===== config.mk =====
export PLATFORM = sky130hd
export DESIGN_NAME = dcache_direct
export DESIGN_NICKNAME = d
export VERILOG_FILES = /design/src/rtl/dcache_direct.sv
export SDC_FILE = /design/constraint.sdc
export NUM_CORES = 1
export LEC_CHECK = 0
export CAP_MARGIN = 5
export CELL_PAD_IN_SITES_DETAIL_PLACEMENT = 1
export CELL_PAD_IN_SITES_GLOBAL_PLACEMENT = 1
export CORE_ASPECT_RATIO = 1.2
export CORE_MARGIN = 8
export CORE_UTILIZATION = 30
export CTS_CLUSTER_DIAMETER = 60
export CTS_CLUSTER_SIZE = 12
export DETAILED_ROUTE_END_ITERATION = 10
export PLACE_DENSITY = 0.54
export SYNTH_ARGS = -nofsm -noshare
export SYNTH_HDL_FRONTEND = slang
export SYNTH_SLANG_ARGS = --single-unit

===== constraint.sdc =====
create_clock -name clk_i -period 8.4 [get_ports clk_i]
set_input_delay 0.84 -clock clk_i [delete_from_list [all_inputs] [get_ports clk_i]]
set_output_delay 0.84 -clock clk_i [all_outputs]
set_load 0.01 [all_outputs]

===== src/rtl/dcache_direct.sv =====
// dcache_direct: direct-mapped, write-through, no-write-allocate data cache.
// Loads hit combinationally; misses stall while one word is fetched from memory.
module dcache_direct #(
   parameter int DATA_WIDTH = 32,
   parameter int ADDRESS_WIDTH = 32,
   parameter int LINES = 8,
   parameter int MEM_LATENCY = 1
) (
   input  logic                     clk_i,
   input  logic                     rst_i,
   input  logic                     readEnable_i,
   input  logic                     writeEnable_i,
   input  logic [ADDRESS_WIDTH-1:0] address_i,
   input  logic [DATA_WIDTH-1:0]    writeData_i,
   input  logic [2:0]               dataMemControl_i,
   output logic [DATA_WIDTH-1:0]    readData_o,
   output logic                     stall_o,
   output logic [ADDRESS_WIDTH-1:0] mem_address_o,
   output logic [DATA_WIDTH-1:0]    mem_writeData_o,
   output logic [2:0]               mem_dataMemControl_o,
   output logic                     mem_writeEnable_o,
   input  logic [DATA_WIDTH-1:0]    mem_readData_i,
   output logic [31:0]              hitCount_o,
   output logic [31:0]              missCount_o
);
   localparam int IW = $clog2(LINES);
   localparam int TW = ADDRESS_WIDTH - IW - 2;
   localparam int CW = MEM_LATENCY > 1 ? $clog2(MEM_LATENCY) : 1;
   localparam logic [0:0] IDLE = 1'b0;
   localparam logic [0:0] FILL = 1'b1;

   logic [0:0]               state;
   logic [LINES-1:0]         valid;
   logic [TW-1:0]            tags [LINES];
   logic [DATA_WIDTH-1:0]    words [LINES];
   logic [ADDRESS_WIDTH-3:0] fill_word;
   logic [CW-1:0]            cnt;
   logic [IW-1:0]            idx;
   logic [IW-1:0]            fill_idx;
   logic [TW-1:0]            tag;
   logic                     match;
   logic                     load;
   logic                     hit;
   logic [DATA_WIDTH-1:0]    word;
   logic [7:0]               b;
   logic [15:0]              h;
   logic [DATA_WIDTH-1:0]    ld;

   assign idx      = address_i[IW+1:2];
   assign tag      = address_i[ADDRESS_WIDTH-1:IW+2];
   assign fill_idx = fill_word[IW-1:0];
   assign match    = valid[idx] && tags[idx] == tag;
   assign load     = state == IDLE && readEnable_i && !writeEnable_i;
   assign hit      = load && match;
   assign word     = words[idx];
   assign b        = word[{address_i[1:0], 3'b000} +: 8];
   assign h        = address_i[1] ? word[31:16] : word[15:0];

   // unused funct3 codes fall through to a full-word load
   always_comb begin
      ld = dataMemControl_i == 3'b000 ? {{(DATA_WIDTH-8){b[7]}}, b} :
           dataMemControl_i == 3'b100 ? {{(DATA_WIDTH-8){1'b0}}, b} :
           dataMemControl_i == 3'b001 ? {{(DATA_WIDTH-16){h[15]}}, h} :
           dataMemControl_i == 3'b101 ? {{(DATA_WIDTH-16){1'b0}}, h} : word;
      readData_o           = hit ? ld : '0;
      stall_o              = state == FILL || (load && !match);
      mem_address_o        = state == FILL ? {fill_word, 2'b00} : address_i;
      mem_writeData_o      = writeData_i;
      mem_dataMemControl_o = state == FILL ? 3'b010 : dataMemControl_i;
      mem_writeEnable_o    = state == IDLE && writeEnable_i;
   end

   always_ff @(posedge clk_i) begin
      if (rst_i) begin
         state       <= IDLE;
         valid       <= '0;
         hitCount_o  <= '0;
         missCount_o <= '0;
         cnt         <= '0;
         fill_word   <= '0;
      end else if (state == FILL) begin
         if (cnt == '0) begin
            valid[fill_idx] <= 1'b1;
            state           <= IDLE;
         end else
            cnt <= cnt - 1'b1;
      end else if (writeEnable_i) begin
         if (match)
            valid[idx] <= 1'b0;
      end else if (readEnable_i) begin
         if (match)
            hitCount_o <= hitCount_o + 32'd1;
         else begin
            missCount_o <= missCount_o + 32'd1;
            fill_word   <= address_i[ADDRESS_WIDTH-1:2];
            cnt         <= CW'(MEM_LATENCY - 1);
            state       <= FILL;
         end
      end
   end

   // data and tag arrays need no reset; valid bits guard them
   always_ff @(posedge clk_i) begin
      if (!rst_i && state == FILL && cnt == '0) begin
         tags[fill_idx]  <= fill_word[ADDRESS_WIDTH-3:IW];
         words[fill_idx] <= mem_readData_i;
      end
   end
endmodule


==> summary.txt, run 1 <==
Outcome
  – Status: finished clean

GRT
  – Total grt overflow: 0
  – Largest net degree at the start of global routing: ~130
  – GR Util met3: around 2.9%
  – Antenna violations before repair: 2
  – First-pass GRT wire length: around 110 mm
  – Number of global-route vias before repair: 16900
  – M1 GR Usage: between 20% and 30%
  – All-Layer GR Usage: 16.6%
  – Top Usage Layer GRT: met2
  – Met2 usage in global routing: between 20% and 30%

CTS
  – Hold_buf cts: 0
  – H-tree levels: 2
  – Root Driver: clkbuf_16
  – CTS tree: built
  – Clock Path Buffers: 3
  – Post-CTS sizing: 0
  – Number of CTS-inserted buffers: 55
  – Clock Pin Slew Worst Setup and Hold Paths: 0.06 ns
  – Postcts setup bufs: 0
  – # clock sinks: 575
  – Clock latency on the worst-skew pair: 0.61 ns

Job
  – Max-Cap Viols: 0

Power
  – Clk pwr share: 39.6%
  – Combinational share of power: 7.0%
  – Switch share: 22.7%
  – Total power: slightly below 0.006 W
  – Pwr per Cell Area: 200 nW/um^2
  – Psw: 0.00133 W
  – Internal power: between 0.004 and 0.005 W
  – Leakage: 9.55 nW
  – Maximum vdd drop: 0.000121 V
  – Sequential share of power: 53.4%

Placement
  – PortBufs: 203
  – Area after DPL: between 20000 and 30000 sq um
  – Post-DP HPWL: a little under 50 mm
  – Dpl ws: approximately 2 ns
  – Gpl congestion: 0.786
  – Placed Cells: slightly below 3000

Synthesis
  – Post-synth EDFFs: roughly 470
  – Ys flop type: edfxtp_1
  – Synth Register Bits: 575
  – FFs w/ async S/R, synth: 0%
  – Synth warnings: 0
  – Netlist cell types: 70
  – Sequential area share after synthesis: 66.2%
  – Mean area per synthesized cell: 14.1 sq um
  – Cell Area, Synth: 24500 sq um
  – Cells after synthesis: 1739
  – Syn_nets: 1844

Drt
  – Detail Route Antenna Nets: 0
  – Initial drt markers: between 900 and 1000
  – First drt pass iteration count: 6
  – Avg WL per Cell: 26.4 um
  – Drc violations: 0
  – WL final: 78.6 mm
  – Vias per Instance: 5.35
  – Vias: 15900

Die
  – Chip width: 277 um
  – Die area: 91200 sq um
  – I/O Pins: between 200 and 300
  – Starting Density: 30.1%
  – Core Area: 81400 sq um
  – FP Rows: 115
  – Die H: 329 um

Critical path
  – Required @ worst endpoint: 7.56 ns
  – Startpoint Class: primary input
  – CP Data Arrival Time: 5.66 ns
  – Crit end category: primary output
  – Largest fanout on the critical path: 34
  – Crit path kind: primary input to primary output
  – Slack of the worst reg-to-reg path: approximately 4.3 ns

Cells and area
  – Area grow syn2layout: 18.8%
  – Final Non-Filler Cells: 2976
  – Final Cell Area: 29100 sq um
  – Fin nets: 1993
  – Antenna cell count: 0
  – Fraction of layout cells with a size suffix above 1: between 10% and 20%

STA
  – Hold Fails Final Rpt: 0
  – RSZ-0062 raised after global routing: no
  – Period minus WS final: about 6.5 ns
  – Final setup vio count: 0
  – Least-Margin Pin Slew: approximately 1.1 ns
  – Clk_skew: 0.0133 ns
  – F_max: 154 MHz
  – Max-slew violations: 0
  – Final worst slack: 1.90 ns
  – Slew HR: a little under a quarter
  – Post-route clock period utilization: 77.4%
  – Setup TNS: 0 ns

Worst hold path
  – Hold crit path type: flip-flop to flip-flop
## synthesized netlist by cell type (29+ instances only)
library cell,n,share of area (%)
edfxtp_1,472,58
a21oi_1,113,2.3
dfxtp_1,103,8.4
mux2_2,92,4.2
nor2_1,90,1.4
clkbuf_1,81,1.2
nand3_1,74,1.5
mux2i_1,66,2.7
o21ai_0,58,1.2
nand2_1,50,0.77
mux4_2,42,3.9
a22oi_1,39,1.2
buf_4,39,1.2
nor2b_1,35,0.89
a221oi_1,34,1.2
and3_1,29,0.74
or4_1,29,0.89
## metrics by stage
step	hold WS [ns]	utilization (%)
global route	0.520	35.8
floorplan	0.475	-
CTS	0.498	35.8
finish	0.497	35.8
detailed placement	0.487	33.8
global placement	0.474	33.8
## path summary, 6_finish.rpt
check                                  to  cells after the start                          from
max                        readData_o[16]                     12                  address_i[3]
min reg2reg  missCount_o[18]$_SDFFE_PP0P_                      2  missCount_o[18]$_SDFFE_PP0P_
min          missCount_o[18]$_SDFFE_PP0P_                      2  missCount_o[18]$_SDFFE_PP0P_
max reg2reg   hitCount_o[18]$_SDFFE_PP0P_                      9         tags[6][14]$_DFFE_PP_
## critical path, cell delays in order
cell	delay, ns
buf_4	0.53
buf_4	0.46
mux2_2	0.39
o22ai_1	0.29
nor3_1	0.14
a211oi_1	0.24
nand3_1	0.11
nor4b_1	0.84
buf_4	0.24
nand4_1	0.50
a31oi_1	0.42
clkdlybuf4s50_1	0.60
## flip-flops by register name, indices dropped and copies added (netlist names)
| name | count |
|---|---|
| words | 256 |
| state | 1 |
| fill_word | 30 |
| hitCount_o | 32 |
| valid | 8 |
| missCount_o | 32 |
| tags | 216 |
## placed cells by master, fill, tap and decap left out, types with 5 or more instances in the layout
cell,netlist,final
a21oi_1,113,113
xnor2_1,10,10
clkdlybuf4s50_1,0,199
mux4_2,42,42
nand4_1,28,28
mux2_2,92,92
clkbuf_1,81,28
a22oi_1,39,39
mux2i_1,66,66
edfxtp_1,472,472
and3_1,29,29
nor2_4,0,6
or4_1,29,28
clkbuf_16,0,55
nor2_1,90,83
nor3_1,14,11
a22o_1,13,13
nand2b_1,8,8
nand3_1,74,74
nand2_1,50,50
buf_4,39,41
nor4_1,5,5
o31ai_1,24,24
or2_2,6,6
and4_1,8,8
xor2_1,10,10
a221oi_1,34,34
o311ai_0,7,7
o21ai_0,58,58
and2_1,11,11
inv_1,17,17
dfxtp_1,103,102
nor2b_1,35,35
o211ai_1,8,8
o22ai_1,15,15
a211oi_1,12,12
## power groups by stage
stage	Clock (W)	Sequential (W)	Combinational [W]
after CTS	0.00240	0.00311	0.000418
after floorplan	0	0.00317	0.000238
after global placement	0	0.00317	0.000410
after global routing	0.00248	0.00312	0.000440
final	0.00231	0.00311	0.000409
after detailed placement	0	0.00318	0.000415
## kinds of logic after synthesis
kind of cell	after synthesis	synth area share, %
flip-flops	575	66.2
AND/OR/NAND/NOR	402	8.74
buffers and inverters	173	3.45
AO/OA/AOI/OAI	364	9.79
multiplexers	203	11.0
XOR/XNOR	20	0.715
adder cells (fa/ha/maj)	2	0.102
## routing by layer
layer,routed length (um),share of wire (%),vias to the layer above
met1,32800,42,8299
met3,3780,4.8,127
li1,-,-,7099
met5,0,0,-
met4,2270,2.9,0
met2,39700,51,392
## layout make-up
type | count | area [sq um]
well taps | 1053 | 1320
clock inverters | 7 | 80.1
multi-input cells | 991 | 7520
clock buffers | 85 | 1510
inverters | 21 | 78.8
fillers | 8448 | 52300
flip-flops and latches | 575 | 16200
repair buffers | 244 | 2380
Power figures use the tool's default switching activity.
==> run 2: changes to the inputs <==
clock period = 6.3 ns   (was 8.4 ns; I/O delays follow)
==> summary.txt, run 2 (synthesis results as in run 1) <==
Power
  – Maximum vdd drop: roughly 0.0002 V
  – Switch share: 23.1%
  – Pwr per Cell Area: 272 nW/um^2
  – Leakage: 9.62 nW
  – Internal power: 0.00612 W
  – Psw: 0.00184 W
  – Sequential share of power: 52.1%
  – Combinational share of power: approximately 7%
  – Clk pwr share: 40.9%

CTS
  – CTS tree: built
  – Number of CTS-inserted buffers: just under 60
  – Clock latency on the worst-skew pair: 0.62 ns
  – H-tree levels: 2
  – Hold_buf cts: 0
  – # clock sinks: 575
  – Root Driver: clkbuf_16
  – Clock Path Buffers: 3
  – Clock Pin Slew Worst Setup and Hold Paths: 0.06 ns

Critical path
  – Largest fanout on the critical path: 55
  – R2r startpoint: tags[1][1]$_DFFE_PP_
  – Crit path kind: primary input to primary output
  – Crit end category: primary output
  – CP Data Arrival Time: 5.30 ns
  – Critical Path Most Common Cell: buf_4
  – WP depth: 12
  – Startpoint Class: primary input
  – Worst-case reg-to-reg path depth: 9
  – CP cell instances: buf_4, buf_4, nand2b_1, o22ai_1, o21a_1, a211oi_1, nand3_1, nor4b_1, nand3_1, buf_4, a211oi_1, clkdlybuf4s50_1
  – Worst Setup SP: address_i[4]
  – Worst Setup EP: readData_o[2]
  – CP bufs+invs: 4
  – CP max stage cell: nor4b_1
  – Slack of the worst reg-to-reg path: 2.15 ns
  – Reg-to-Reg End: hitCount_o[14]$_SDFFE_PP0P_
  – Required @ worst endpoint: approximately 5.7 ns
  – CP top delay family: buffers and inverters
  – CP max stage delay: 1.20 ns

Drt
  – Initial drt markers: roughly 960
  – Vias per Instance: roughly 5.3
  – Detail Route Antenna Nets: 0
  – WL final: 79.2 mm
  – Vias: roughly 16000
  – First drt pass iteration count: 5
  – Avg WL per Cell: 26.5 um
  – Drc violations: 0

STA
  – Final setup vio count: 0
  – Final worst slack: between 0.3 and 0.4 ns
  – Slew HR: 3.59%
  – Setup TNS: 0 ns
  – Max-slew violations: 0
  – Period minus WS final: ~5.9 ns
  – Clk_skew: 0.0158 ns
  – Hold Fails Final Rpt: 0
  – Least-Margin Pin Slew: 1.43 ns
  – F_max: 169 MHz
  – Post-route clock period utilization: 94.1%
  – RSZ-0062 raised after global routing: no

Cells and area
  – Commonest non-fill, non-tap cell in the layout: edfxtp_1
  – Fin nets: 1999
  – Final Non-Filler Cells: about 3000
  – Most frequent cells in the layout: edfxtp_1 (472), clkdlybuf4s50_1 (199), a21oi_1 (113)
  – Largest register by flop count: words
  – Post-Route Utilization: 35.9%
  – Area grow syn2layout: 19.4%
  – Antenna cell count: 0
  – Top Registers: words x256, tags x216
  – Fraction of layout cells with a size suffix above 1: 14.6%
  – Max reg flops: roughly 260

GRT
  – Number of global-route vias before repair: 17200
  – First-pass GRT wire length: 117 mm
  – Largest net degree at the start of global routing: 110
  – All-Layer GR Usage: 16.9%
  – Antenna violations before repair: 3
  – Total grt overflow: 0

Die
  – Die area: 91200 sq um
  – FP Rows: 115
  – Core Area: 81400 sq um
  – Chip width: 277 um
  – I/O Pins: 268
  – Starting Density: 30.1%
  – Die H: 329 um

Outcome
  – Status: finished clean

Worst hold path
  – Hold crit path type: primary input to flip-flop

Placement
  – PortBufs: 203
  – Dpl ws: 0.198 ns
  – Gpl congestion: 0.778
  – Post-DP HPWL: 49.7 mm
  – Placed Cells: about 2900

Job
  – Max-Cap Viols: 0
==> run 2: cell count changes in the layout (fill, tap and decap cells not counted), moves of 2 or more <==
| cell | before | now |
|---|---|---|
| buf_4 | 41 | 45 |
| clkbuf_1 | 28 | 26 |
| clkbuf_16 | 55 | 59 |
| clkinv_1 | 2 | 4 |
| inv_6 | 1 | 4 |
==> run 2: timing repair <==
| action | CTS | global route |
|---|---|---|
| setup buffers | 0 | 0 |
| endpoints found under the setup margin | 0 | 7 |
| resized for setup | 0 | 1 |
==> run 2: worst min-delay path, stage by stage <==
cell and delay [ns]:
buf_4 0.18, nand3_1 0.08, a21oi_1 0.06
==> run 2: worst min-delay path by stage <==
| stage | depth (start not counted) | slack [ns] | endpoint | startpoint |
|---|---|---|---|---|
| after floorplan | 2 | 0.48 | fill_word[2]$_SDFFE_PP0P_ | fill_word[2]$_SDFFE_PP0P_ |
| after global placement | 2 | 0.48 | missCount_o[18]$_SDFFE_PP0P_ | missCount_o[18]$_SDFFE_PP0P_ |
| after detailed placement | 2 | 0.49 | missCount_o[18]$_SDFFE_PP0P_ | missCount_o[18]$_SDFFE_PP0P_ |
| after CTS | 3 | 0.33 | fill_word[0]$_SDFFE_PP0P_ | address_i[2] |
| after global routing | 3 | 0.35 | fill_word[0]$_SDFFE_PP0P_ | address_i[2] |
| final | 3 | 0.38 | fill_word[0]$_SDFFE_PP0P_ | address_i[2] |
==> run 2: cell type report <==
cell class	count	area, sq um
Fill cell	8455	52200
Sequential cell	575	16200
Multi-Input combinational cell	991	7520
Timing Repair Buffer	247	2390
Clock buffer	86	1590
Tap cell	1053	1320
Clock inverter	14	130
Inverter	21	78.8
==> run 2: per-layer routing <==
metal / part of all wire (%) / wire length (um) / track usage, %
met3: 4.0 / 3130 / 2.68
met4: 2.3 / 1780 / 4.26
met1: 43 / 33900 / 21.0
met2: 51 / 40400 / 30.4
met5: 0.027 / 21 / 0
==> run 2: power groups by stage <==
stage          clock, W  sequential [W]  combinational, W
6_report        0.00326         0.00415          0.000552
3_3_place_gp          0         0.00423          0.000555
4_1_cts         0.00336         0.00415          0.000563
3_5_place_dp          0         0.00423          0.000559
5_1_grt         0.00349         0.00415          0.000595
2_1_floorplan         0         0.00422          0.000317
==> run 2: through the flow <==
step,hold WS [ns],power [W],cell area (sq um)
4_1_cts,0.330,0.00807,29300
2_1_floorplan,0.475,0.00454,24500
3_5_place_dp,0.493,0.00479,27500
6_report,0.380,0.00796,29300
3_3_place_gp,0.475,0.00479,27500
5_1_grt,0.349,0.00823,29300
